<file path="src/rtl/seg_pkg.sv">
// Shared constants for the seven-segment scanner: digit count, blank pattern
// and the active-low hex glyph table (gfedcba, bit 0 = segment a).
package seg_pkg;

  localparam int DIGITS = 8;
  localparam int DIGIT_W = $clog2(DIGITS);

  localparam logic [6:0] SEG_BLANK = 7'h7F;

  // Entry n is the glyph for hex value n; listed from F down to 0.
  localparam logic [15:0][6:0] HEX_SEG = {
    7'h0E, 7'h06, 7'h21, 7'h46,  // F E d C
    7'h03, 7'h08, 7'h10, 7'h00,  // b A 9 8
    7'h78, 7'h02, 7'h12, 7'h19,  // 7 6 5 4
    7'h30, 7'h24, 7'h79, 7'h40   // 3 2 1 0
  };

endpackage

</file>
<file path="src/rtl/hex7seg.sv">
// Combinational 4-bit to active-low seven-segment decoder.
module hex7seg
  import seg_pkg::*;
(
  input  logic [3:0] i_nib,
  output logic [6:0] o_seg
);

  assign o_seg = HEX_SEG[i_nib];

endmodule

</file>
<file path="src/rtl/seg_display.sv">
// Free-running 8-digit multiplexed hex display. Latches the printed word,
// blanks leading zeros and blinks the decimal points after halt. Runs on the
// ungated board clock so the display keeps refreshing after the CPU stops.
module seg_display
  import seg_pkg::*;
#(
  parameter int SCAN_DIV     = 100000,
  parameter int BLINK_FRAMES = 64,
  parameter int LZ_BLANK     = 1
) (
  input  logic        Clock,
  input  logic        Reset,
  input  logic [31:0] Data,
  input  logic        Load,
  input  logic        Halt,
  output logic [7:0]  AN,
  output logic [7:0]  SEG
);

  localparam int SW = $clog2(SCAN_DIV);
  localparam int FW = (BLINK_FRAMES > 1) ? $clog2(BLINK_FRAMES) : 1;

  logic [SW-1:0]      r_scan_cnt;
  logic [DIGIT_W-1:0] r_digit;
  logic [FW-1:0]      r_frame_cnt;
  logic               r_blink;
  logic [31:0]        r_value;
  logic               r_halted;
  logic [7:0]         r_an;
  logic [7:0]         r_seg;

  logic               w_scan_wrap;
  logic               w_frame_end;
  logic               w_frame_wrap;
  logic [DIGITS-1:0]  w_blank;
  logic [3:0]         w_nib;
  logic [6:0]         w_seg7;
  logic               w_cur_blank;

  assign w_scan_wrap  = (r_scan_cnt == SW'(SCAN_DIV - 1));
  assign w_frame_end  = w_scan_wrap && (r_digit == DIGIT_W'(DIGITS - 1));
  assign w_frame_wrap = w_frame_end && (r_frame_cnt == FW'(BLINK_FRAMES - 1));

  // Dwell counter and digit pointer; digit advances when the dwell expires.
  always_ff @(posedge Clock or posedge Reset) begin
    if (Reset) begin
      r_scan_cnt <= '0;
      r_digit    <= '0;
    end else if (w_scan_wrap) begin
      r_scan_cnt <= '0;
      r_digit    <= r_digit + 1'b1;
    end else begin
      r_scan_cnt <= r_scan_cnt + 1'b1;
    end
  end

  // Frame counter; the blink phase flips once every BLINK_FRAMES frames.
  always_ff @(posedge Clock or posedge Reset) begin
    if (Reset) begin
      r_frame_cnt <= '0;
      r_blink     <= 1'b0;
    end else if (w_frame_wrap) begin
      r_frame_cnt <= '0;
      r_blink     <= ~r_blink;
    end else if (w_frame_end) begin
      r_frame_cnt <= r_frame_cnt + 1'b1;
    end
  end

  // Displayed word and sticky halt flag; a load racing the halt still lands.
  always_ff @(posedge Clock or posedge Reset) begin
    if (Reset) begin
      r_value  <= '0;
      r_halted <= 1'b0;
    end else begin
      if (Load && !r_halted) r_value <= Data;
      if (Halt) r_halted <= 1'b1;
    end
  end

  // Digit k is a leading zero when nibbles k..7 are all zero; digit 0 always shows.
  assign w_blank[0] = 1'b0;
  for (genvar k = 1; k < DIGITS; k++) begin : g_blank
    if (LZ_BLANK != 0) begin : g_lz
      assign w_blank[k] = ((r_value >> (4 * k)) == 32'd0);
    end else begin : g_nolz
      assign w_blank[k] = 1'b0;
    end
  end

  assign w_nib       = r_value[{r_digit, 2'b00} +: 4];
  assign w_cur_blank = w_blank[r_digit];

  hex7seg u_hex7seg (
    .i_nib (w_nib),
    .o_seg (w_seg7)
  );

  // Anode and segment drives registered together so they change on the same edge.
  always_ff @(posedge Clock or posedge Reset) begin
    if (Reset) begin
      r_an  <= 8'hFF;
      r_seg <= 8'hFF;
    end else if (w_cur_blank) begin
      r_an  <= 8'hFF;
      r_seg <= {1'b1, SEG_BLANK};
    end else begin
      r_an  <= ~(8'd1 << r_digit);
      r_seg <= {~(r_halted & r_blink), w_seg7};
    end
  end

  assign AN  = r_an;
  assign SEG = r_seg;

endmodule

</file>
<file path="config.mk">
export PLATFORM = sky130hd
export DESIGN_NAME = seg_display
export DESIGN_NICKNAME = d
export VERILOG_FILES = /design/src/rtl/seg_pkg.sv /design/src/rtl/hex7seg.sv /design/src/rtl/seg_display.sv
export SDC_FILE = /design/constraint.sdc
export NUM_CORES = 1
export LEC_CHECK = 0
export BUFFER_PORTS_ARGS = -buffer_cell sky130_fd_sc_hd__buf_2
export CAP_MARGIN = 0
export CORE_AREA = 4 4 80 97
export CTS_CLUSTER_DIAMETER = 50
export DETAILED_ROUTE_END_ITERATION = 10
export DIE_AREA = 0 0 84 101
export GPL_TIMING_DRIVEN = 0
export PLACE_DENSITY = 0.82
export REMOVE_ABC_BUFFERS = 1
export SYNTH_ARGS = -nofsm -noshare
export SYNTH_HDL_FRONTEND = slang
export SYNTH_SLANG_ARGS = --single-unit
export TNS_END_PERCENT = 50
</file>
<file path="constraint.sdc">
create_clock -name Clock -period 2.7 [get_ports Clock]
set_input_delay 0.54 -clock Clock [delete_from_list [all_inputs] [get_ports Clock]]
set_output_delay 0.54 -clock Clock [all_outputs]
set_load 0.02 [all_outputs]
</file>
==> metrics.csv, run 1 <==
metric,value,unit
stdcell_area,4130,µm²
holdBufCountCts,0,
fin_crit_sh,89.9,%
overflow,0,
cp_slowest_cell,dfrtp_2,
outcome,"finished, final reports clean",
hold_violations,0,
tightest_slew,0.881,ns
cp_top_family,multiplexers,
grt_pass1_wl,11100,µm
drive_gt1_share,38.9,%
max-cap-violations,0,
start_kind,flip-flop,
tns,0,ns
drt_wl_total,6560,µm
crit_arrival,2.67,ns
ys_seq_area_share,53.5,%
viasPerCell,5.51,
start_util,53.0,%
fin_skew,0.0111,ns
synthCells,285,
setup_viol,0,
drt_iter0_drc,126,
antenna_found_initial,0,
post_drt_wl_per_cell,15.3,µm
final_common_cell,dfrtp_1,
cts_inserted_buffers,9,
num_antenna_cells,0,
fp.dieW,84,µm
synth-seq-cells,76,
max_slew_margin,41.1,%
crit_start,r_digit[0]$_DFFE_PP0N_,
row_count,33,
gp_congestion,0.787,
end_kind,flip-flop,
root_buffer,clkbuf_8,
crit_chain,mux4_2 -> mux2i_2 -> inv_1 -> ha_1 -> mux2_4 -> nand2_1 -> o211ai_1,
syn-cell-area,3590,µm²
peakVddDrop,0.603,mV
portBuffers,51,
hold_path_class,input pin to asynchronous set/reset pin,
crit-reg2reg-launch,r_digit[0]$_DFFE_PP0N_,
layout.nets,387,
clk_path_buf_depth,2,
grtUsageTotal,16.6,%
core_area,6770,µm²
vias,2362,
clock_latency,0.35,ns
area_growth,14.9,%
worstPathMaxFanout,13,
first_global_vias,2458,
first_pass_iters,4,
htree_levels,3,
place_area,3920,µm²
final_cell_mix,"59 x dfrtp_1, 51 x buf_2, 35 x mux2_2",
antenna_left,0,
required,2.94,ns
cp_slowest_stage_delay,0.58,ns
die_h,101,µm
drc,0,
clk_pin_slew,0.07,ns
hold_slack,0.351,ns
yosysUniqueCellTypes,41,
cts_tree,built,
clock-sinks,76,
fmax,412,MHz
grt_max_degree,77,
maxSlewViolCount,0,
io_pins,52,
rsz0062_at_grt,no,
hpwlAfterDp,4590,µm
die_area,8480,µm²
p_per_area,588,nW/µm²
synth_area_per_cell,12.6,µm²
crit_type,flip-flop to flip-flop,
p_leak,1.83,nW
path_buf_inv,1,
period_minus_slack,2.43,ns
p_total,2.43,mW
yosysWarnings,0,
state kept, by name, indices dropped and copies added (netlist names):
| name | flops |
|---|---|
| AN | 8 |
| r_scan_cnt | 17 |
| SEG | 8 |
| r_blink | 1 |
| r_frame_cnt | 6 |
| r_value | 32 |
| r_digit | 3 |
| r_halted | 1 |
what timing repair did:
action | CTS | global route
setup buffers | 0 | 0
gates cloned | 0 | 0
endpoints found under the setup margin | 1 | 1
resized for setup | 1 | 1
worst paths after layout:
check                                         end  slack [ns]  depth (start not counted)
min                          r_halted$_DFFE_PP0P_        0.35                          2
max in group asynchronous  r_digit[0]$_DFFE_PP0N_        1.71                          2
min reg2reg                      SEG[7]$_DFF_PP1_        0.46                          1
max                              SEG[5]$_DFF_PP1_        0.27                          7
min in group Clock           r_halted$_DFFE_PP0P_        0.37                          2
max reg2reg                      SEG[5]$_DFF_PP1_        0.27                          7
layer usage:
metal,wire length [µm],global-route usage (%)
met5,0,0
met4,203,9.28
met3,389,4.99
met2,3110,26.8
met1,2860,20.0
metrics by stage:
step / utilization (%) / std cells / setup WS, ns
final: 60.9 / 429 / 0.273
after global routing: 60.9 / 429 / 0.0666
after floorplan: - / 275 / 0.172
after global placement: 57.7 / 413 / -0.517
after CTS: 60.9 / 429 / 0.123
after detailed placement: 57.9 / 413 / -0.0354
synthesized netlist by cell type, drive strengths merged:
cell type	count	area [µm²]
a211oi	2	15.0
a21o	1	7.51
a21oi	7	35.0
and2	5	31.3
and3	5	31.3
and4	2	17.5
buf	6	32.5
clkbuf	4	15.0
dfrtp	60	1500
dfstp	16	420
ha	14	175
inv	8	30.0
mux2	37	424
mux2i	5	62.6
mux4	8	184
nand2	16	60.1
nand2b	2	12.5
nand3	18	90.1
nand4	6	37.5
nor2	12	45.0
nor2b	2	12.5
nor3	2	10.0
nor4	7	43.8
nor4bb	1	10.0
o211ai	3	22.5
o21ai	10	50.1
o221ai	2	17.5
o22ai	2	12.5
o31ai	2	15.0
or2	1	6.26
or3	1	6.26
xnor2	12	105
xor2	6	52.6
where the power goes:
part | switching, mW | internal [mW] | total (mW)
combinational | 0.142 | 0.137 | 0.279
clock | 0.393 | 0.474 | 0.868
sequential | 0.0502 | 1.23 | 1.28
layout make-up:
class | instances | area (µm²)
multi-input cells | 191 | 1600
clock inverters | 4 | 47.5
clock buffers | 12 | 155
flip-flops and latches | 76 | 1920
fillers | 554 | 2650
repair buffers | 51 | 255
well taps | 87 | 109
inverters | 8 | 32.5
worst register-to-register path: cells and delay by family, from the launching register on:
kind / cells / cell delay, ns
buffers and inverters: 1 / 0.17
adders and majority gates: 1 / 0.28
and+or+nand+nor: 1 / 0.06
DFF: 1 / 0.58
muxes: 3 / 1.17
AOI/OAI and AO/OA: 1 / 0.07
cells by family after synthesis:
family / share of synthesized area [%]
multiplexers: 18.7
AND/OR/NAND/NOR: 11.5
XOR/XNOR: 4.39
flip-flops: 53.5
AO/OA/AOI/OAI: 4.88
buffers and inverters: 2.16
adder cells (fa/ha/maj): 4.88
No activity file was read; power rests on OpenSTA's default activity.
==> run 2: changes to the inputs <==
ABC_AREA = 1   (was default)
CELL_PAD_IN_SITES_DETAIL_PLACEMENT = 1   (was default)
CELL_PAD_IN_SITES_GLOBAL_PLACEMENT = 1   (was default)
CORE_AREA = 4 4 94 113   (was 4 4 80 97)
DIE_AREA = 0 0 98 117   (was 0 0 84 101)
PLACE_DENSITY = 0.86   (was 0.82)
==> metrics.csv, run 2 <==
metric,value,unit
outcome,"finished, final reports clean",
cp_common_cell,nand3_1,
hpwlAfterDp,7640,µm
fp.dieW,98,µm
max-cap-violations,0,
drt_wl_total,10700,µm
worstPathMaxFanout,22,
grtUsageTotal,19.8,%
synth_area_per_cell,8.13,µm²
final_cells,673,
yosysWarnings,0,
drive_gt1_share,21.5,%
r2r_setup_slack,0.47,ns
hold_slack,0.152,ns
p_total,2.84,mW
synthCells,493,
period_minus_slack,2.23,ns
antenna_found_initial,0,
crit-reg2reg-launch,r_digit[0]$_DFFE_PP0N_,
final_common_cell,nand2_1,
clk_pin_slew,0.06,ns
synthArstFlopShare,100,%
cts_tree,built,
grt_max_degree,58,
crit_chain,inv_2 -> nand2_1 -> nand3_1 -> nand3_1 -> nand2_1 -> ha_1 -> inv_1 -> nand3_1 -> nand3_1 -> nand3_1,
htree_levels,3,
io_pins,52,
first_pass_iters,6,
top_register,r_value,
final_cell_mix,"112 x nand2_1, 62 x inv_1, 62 x nand3_1",
stdcell_area,4730,µm²
p_leak,2.43,nW
final.setup.worst_slack,0.467,ns
ff2ff_path_depth,10,
synth-seq-cells,76,
crit_arrival,2.48,ns
peakVddDrop,0.252,mV
r2r-end,SEG[0]$_DFF_PP1_,
overflow,0,
synth-edff-count,0,
dp.cells,657,
synth_top_area_share,37.5,%
synth.most_common_cell,nand2_1,
cp_slowest_cell,dfrtp_2,
p_per_area,600,nW/µm²
core_area,9520,µm²
fmax,448,MHz
hold_violations,0,
yosys-top-cells-count,"113 x nand2_1, 63 x inv_1, 62 x nand3_1",
viasPerCell,5.12,
multi_input_area,1750,µm²
area_growth,18.1,%
required,2.95,ns
crit_type,flip-flop to flip-flop,
regArea,1920,µm²
drt_iter0_drc,115,
vias,3443,
hold_path_class,input pin to asynchronous set/reset pin,
start_util,42.1,%
max_slew_margin,63.9,%
pre_cts_ws,0.225,ns
cts_resized,0,
clock_latency,0.33,ns
row_count,39,
setup_viol,0,
portBuffers,51,
synth-main-ff-cell,dfrtp_1,
clock-sinks,76,
ys_seq_area_share,48.0,%
clk_path_buf_depth,2,
cts_setup_buffers,0,
root_buffer,clkbuf_16,
top_regs,"r_value: 32 flops, r_scan_cnt: 17 flops",
rsz0062_at_grt,no,
holdBufCountCts,0,
fin_skew,0.00720,ns
die_area,11500,µm²
place_area,4390,µm²
drc,0,
start_kind,flip-flop,
maxSlewViolCount,0,
cp_slowest_stage_delay,0.62,ns
syn-cell-area,4010,µm²
end_kind,flip-flop,
post_drt_wl_per_cell,16.0,µm
synth_top_cell_by_area,dfrtp_1,
layout.nets,595,
largest_reg_flops,32,
fin_crit_sh,82.7,%
num_antenna_cells,0,
path_buf_inv,2,
cts_inserted_buffers,9,
first_global_vias,3842,
nFillCells,1200,
yosysUniqueCellTypes,29,
die_h,117,µm
cp_top_family,simple AND/OR/NAND/NOR gates,
antenna_left,0,
grt_pass1_wl,17900,µm
synthTopCellsByArea,"dfrtp_1 37%, nand2_1 11%, dfstp_2 10%, nand3_1 7.7%, inv_1 5.9%",
gp_congestion,0.869,
tightest_slew,0.541,ns
-- run 2: changes by cell type after synthesis, moves of 5 or more --
cell	before	now
a21oi_1	7	30
and3_1	5	0
inv_1	7	63
inv_2	1	6
mux2_2	35	6
mux4_2	7	0
nand2_1	16	113
nand3_1	18	62
nor2_1	12	59
nor4_1	7	0
xnor2_1	12	2
xor2_1	6	11
-- run 2: power by group --
part           switching (mW)  internal (mW)
sequential             0.0279           1.21
clock                   0.461          0.882
combinational           0.166         0.0897
-- run 2: worst max-delay path by stage --
stage                     slack [ns]                   start  cells past startpoint                endpoint
after floorplan                 0.25                   Reset                      1     r_blink$_DFFE_PP0N_
after global placement         -0.64                   Reset                      2  r_value[5]$_DFFE_PP0P_
after detailed placement        0.23  r_digit[0]$_DFFE_PP0N_                     10        SEG[0]$_DFF_PP1_
after CTS                       0.21  r_digit[0]$_DFFE_PP0N_                     10        SEG[0]$_DFF_PP1_
after global routing            0.28  r_digit[0]$_DFFE_PP0N_                     11        SEG[3]$_DFF_PP1_
final                           0.47  r_digit[0]$_DFFE_PP0N_                     10        SEG[0]$_DFF_PP1_
-- run 2: area by class of cell --
cell class,count,area share [%]
inverter,69,5.53
sequential,76,40.6
tap,123,3.25
clock inverter,4,1.48
timing repair buffer,53,6.40
multi-input combinational,336,37.1
clock buffer,12,5.63
-- run 2: per-layer routing --
layer | track usage [%] | up-vias | part of all wire, %
met5 | 0 | - | 0
met4 | 8.13 | 0 | 2.2
met3 | 3.38 | 20 | 2.8
met2 | 39.3 | 62 | 56
met1 | 20.5 | 1708 | 39
li1 | - | 1653 | -
-- run 2: cells by family after synthesis --
logic type / synth area share, %
flip-flops: 48.0
AND/OR/NAND/NOR: 29.8
AO/OA/AOI/OAI: 5.06
XOR/XNOR: 2.84
buffers and inverters: 8.34
adder cells (fa/ha/maj): 4.37
multiplexers: 1.69
-- run 2: stage by stage --
step | TNS (ns) | utilization, %
6_report | 0 | 49.7
5_1_grt | 0 | 49.7
4_1_cts | 0 | 49.7
3_5_place_dp | 0 | 46.2
3_3_place_gp | -37.88 | 45.6
2_1_floorplan | 0 | -
==> run 3: changes to the inputs <==
clock period = 2.3 ns   (was 2.7 ns; I/O delays follow)
==> metrics.csv, run 3 (synthesis results as in run 2) <==
metric,value,unit
holdBufCountCts,0,
drc,0,
antenna_found_initial,0,
end_kind,flip-flop,
num_antenna_cells,0,
drt_iter0_drc,115,
start_kind,flip-flop,
p_leak,2.43,nW
hold_path_class,input pin to asynchronous set/reset pin,
required,2.55,ns
clk_path_buf_depth,2,
pre_cts_ws,-0.175,ns
stdcell_area,4740,µm²
htree_levels,3,
first_global_vias,3842,
gp_congestion,0.869,
rsz0062_at_grt,no,
fin_util,49.8,%
vias,3441,
core_area,9520,µm²
grt_max_degree,58,
grtUsageTotal,19.8,%
final_common_cell,nand2_1,
area_growth,18.2,%
layout.nets,595,
largest_reg_flops,32,
drive_gt1_share,21.6,%
cp_slowest_stage_delay,0.60,ns
fin_crit_sh,91.7,%
place_area,4390,µm²
clock_latency,0.33,ns
hold_violations,0,
drt_wl_total,10700,µm
crit_chain,inv_4 -> nand2_1 -> nand3_1 -> nand3_1 -> nand2_1 -> inv_1 -> ha_1 -> nand3_1 -> nand2_1 -> nand2_1 -> nand3_1,
p_total,3.33,mW
peakVddDrop,0.295,mV
crit-reg2reg-launch,r_digit[0]$_DFFE_PP0N_,
final.setup.worst_slack,0.190,ns
crit_start,r_digit[0]$_DFFE_PP0N_,
fp.dieW,98,µm
clk_pin_slew,0.06,ns
row_count,39,
first_pass_iters,6,
grt_pass1_wl,17900,µm
maxSlewViolCount,0,
period_minus_slack,2.11,ns
cts_inserted_buffers,9,
top_register,r_value,
crit_arrival,2.36,ns
cp_slowest_cell,dfrtp_4,
worstPathMaxFanout,22,
top_regs,"r_value: 32 flops, r_scan_cnt: 17 flops",
overflow,0,
final_cell_mix,"112 x nand2_1, 62 x inv_1, 62 x nand3_1",
post_drt_wl_per_cell,16.0,µm
setup_viol,0,
antenna_left,0,
crit_type,flip-flop to flip-flop,
r2r_setup_slack,0.19,ns
hold_slack,0.0722,ns
viasPerCell,5.11,
die_area,11500,µm²
start_util,42.1,%
die_h,117,µm
fin_skew,0.00722,ns
hpwlAfterDp,7640,µm
p_per_area,703,nW/µm²
max-cap-violations,0,
max_slew_margin,74.3,%
portBuffers,51,
clock-sinks,76,
root_buffer,clkbuf_16,
tightest_slew,0.385,ns
cts_tree,built,
fmax,474,MHz
io_pins,52,
outcome,"finished, final reports clean",
==> run 3: cell counts in the layout (fill, tap and decap cells not counted) <==
No cell type changed its count.
==> run 3: path summary, 6_finish.rpt <==
path / endpoint / cells past startpoint
min in group Clock: r_halted$_DFFE_PP0P_ / 2
max in group asynchronous: AN[0]$_DFF_PP1_ / 3
worst max-delay path: SEG[3]$_DFF_PP1_ / 11
worst max register to register: SEG[3]$_DFF_PP1_ / 11
worst min register to register: SEG[7]$_DFF_PP1_ / 1
worst min-delay path: r_value[11]$_DFFE_PP0P_ / 2
==> run 3: final cells by class <==
class,instances,area [µm²]
Fill cell,1199,4780
Clock inverter,4,70.1
Inverter,69,264
Clock buffer,12,267
Tap cell,123,154
Multi-Input combinational cell,336,1750
Sequential cell,76,1930
Timing Repair Buffer,53,303
==> run 3: per-layer routing <==
metal	track usage, %	up-vias	wire length (µm)
met5	0	-	0
li1	-	1652	-
met4	8.13	0	231
met3	3.38	20	303
met1	20.5	1709	4180
met2	39.3	60	6020
==> run 3: what timing repair did <==
| action | in CTS | in global routing |
|---|---|---|
| resized for setup | 1 | 4 |
| setup buffers | 0 | 0 |
| endpoints found under the setup margin | 7 | 4 |
| pin swaps | 0 | 0 |
==> run 3: per-stage QoR <==
stage,TNS [ns],instances
3_3_place_gp,-61.92,655
3_5_place_dp,-0.512,657
2_1_floorplan,-4.31,481
4_1_cts,0,673
6_report,0,673
5_1_grt,0,673
==> run 3: critical path: cells and delay by family, from the launching register on <==
| kind | cells | cell delay [ns] |
|---|---|---|
| flip-flops | 1 | 0.60 |
| buffers and inverters | 2 | 0.35 |
| AND/OR/NAND/NOR | 8 | 0.84 |
| adder cells (fa/ha/maj) | 1 | 0.23 |
==> run 3: report_power, final <==
group,switching [mW],internal [mW],leakage [nW],total (mW)
Clock,0.540,1.03,0.169,1.58
Combinational,0.194,0.105,1.39,0.300
Sequential,0.0325,1.42,0.873,1.46
Total,0.767,2.56,2.43,3.33
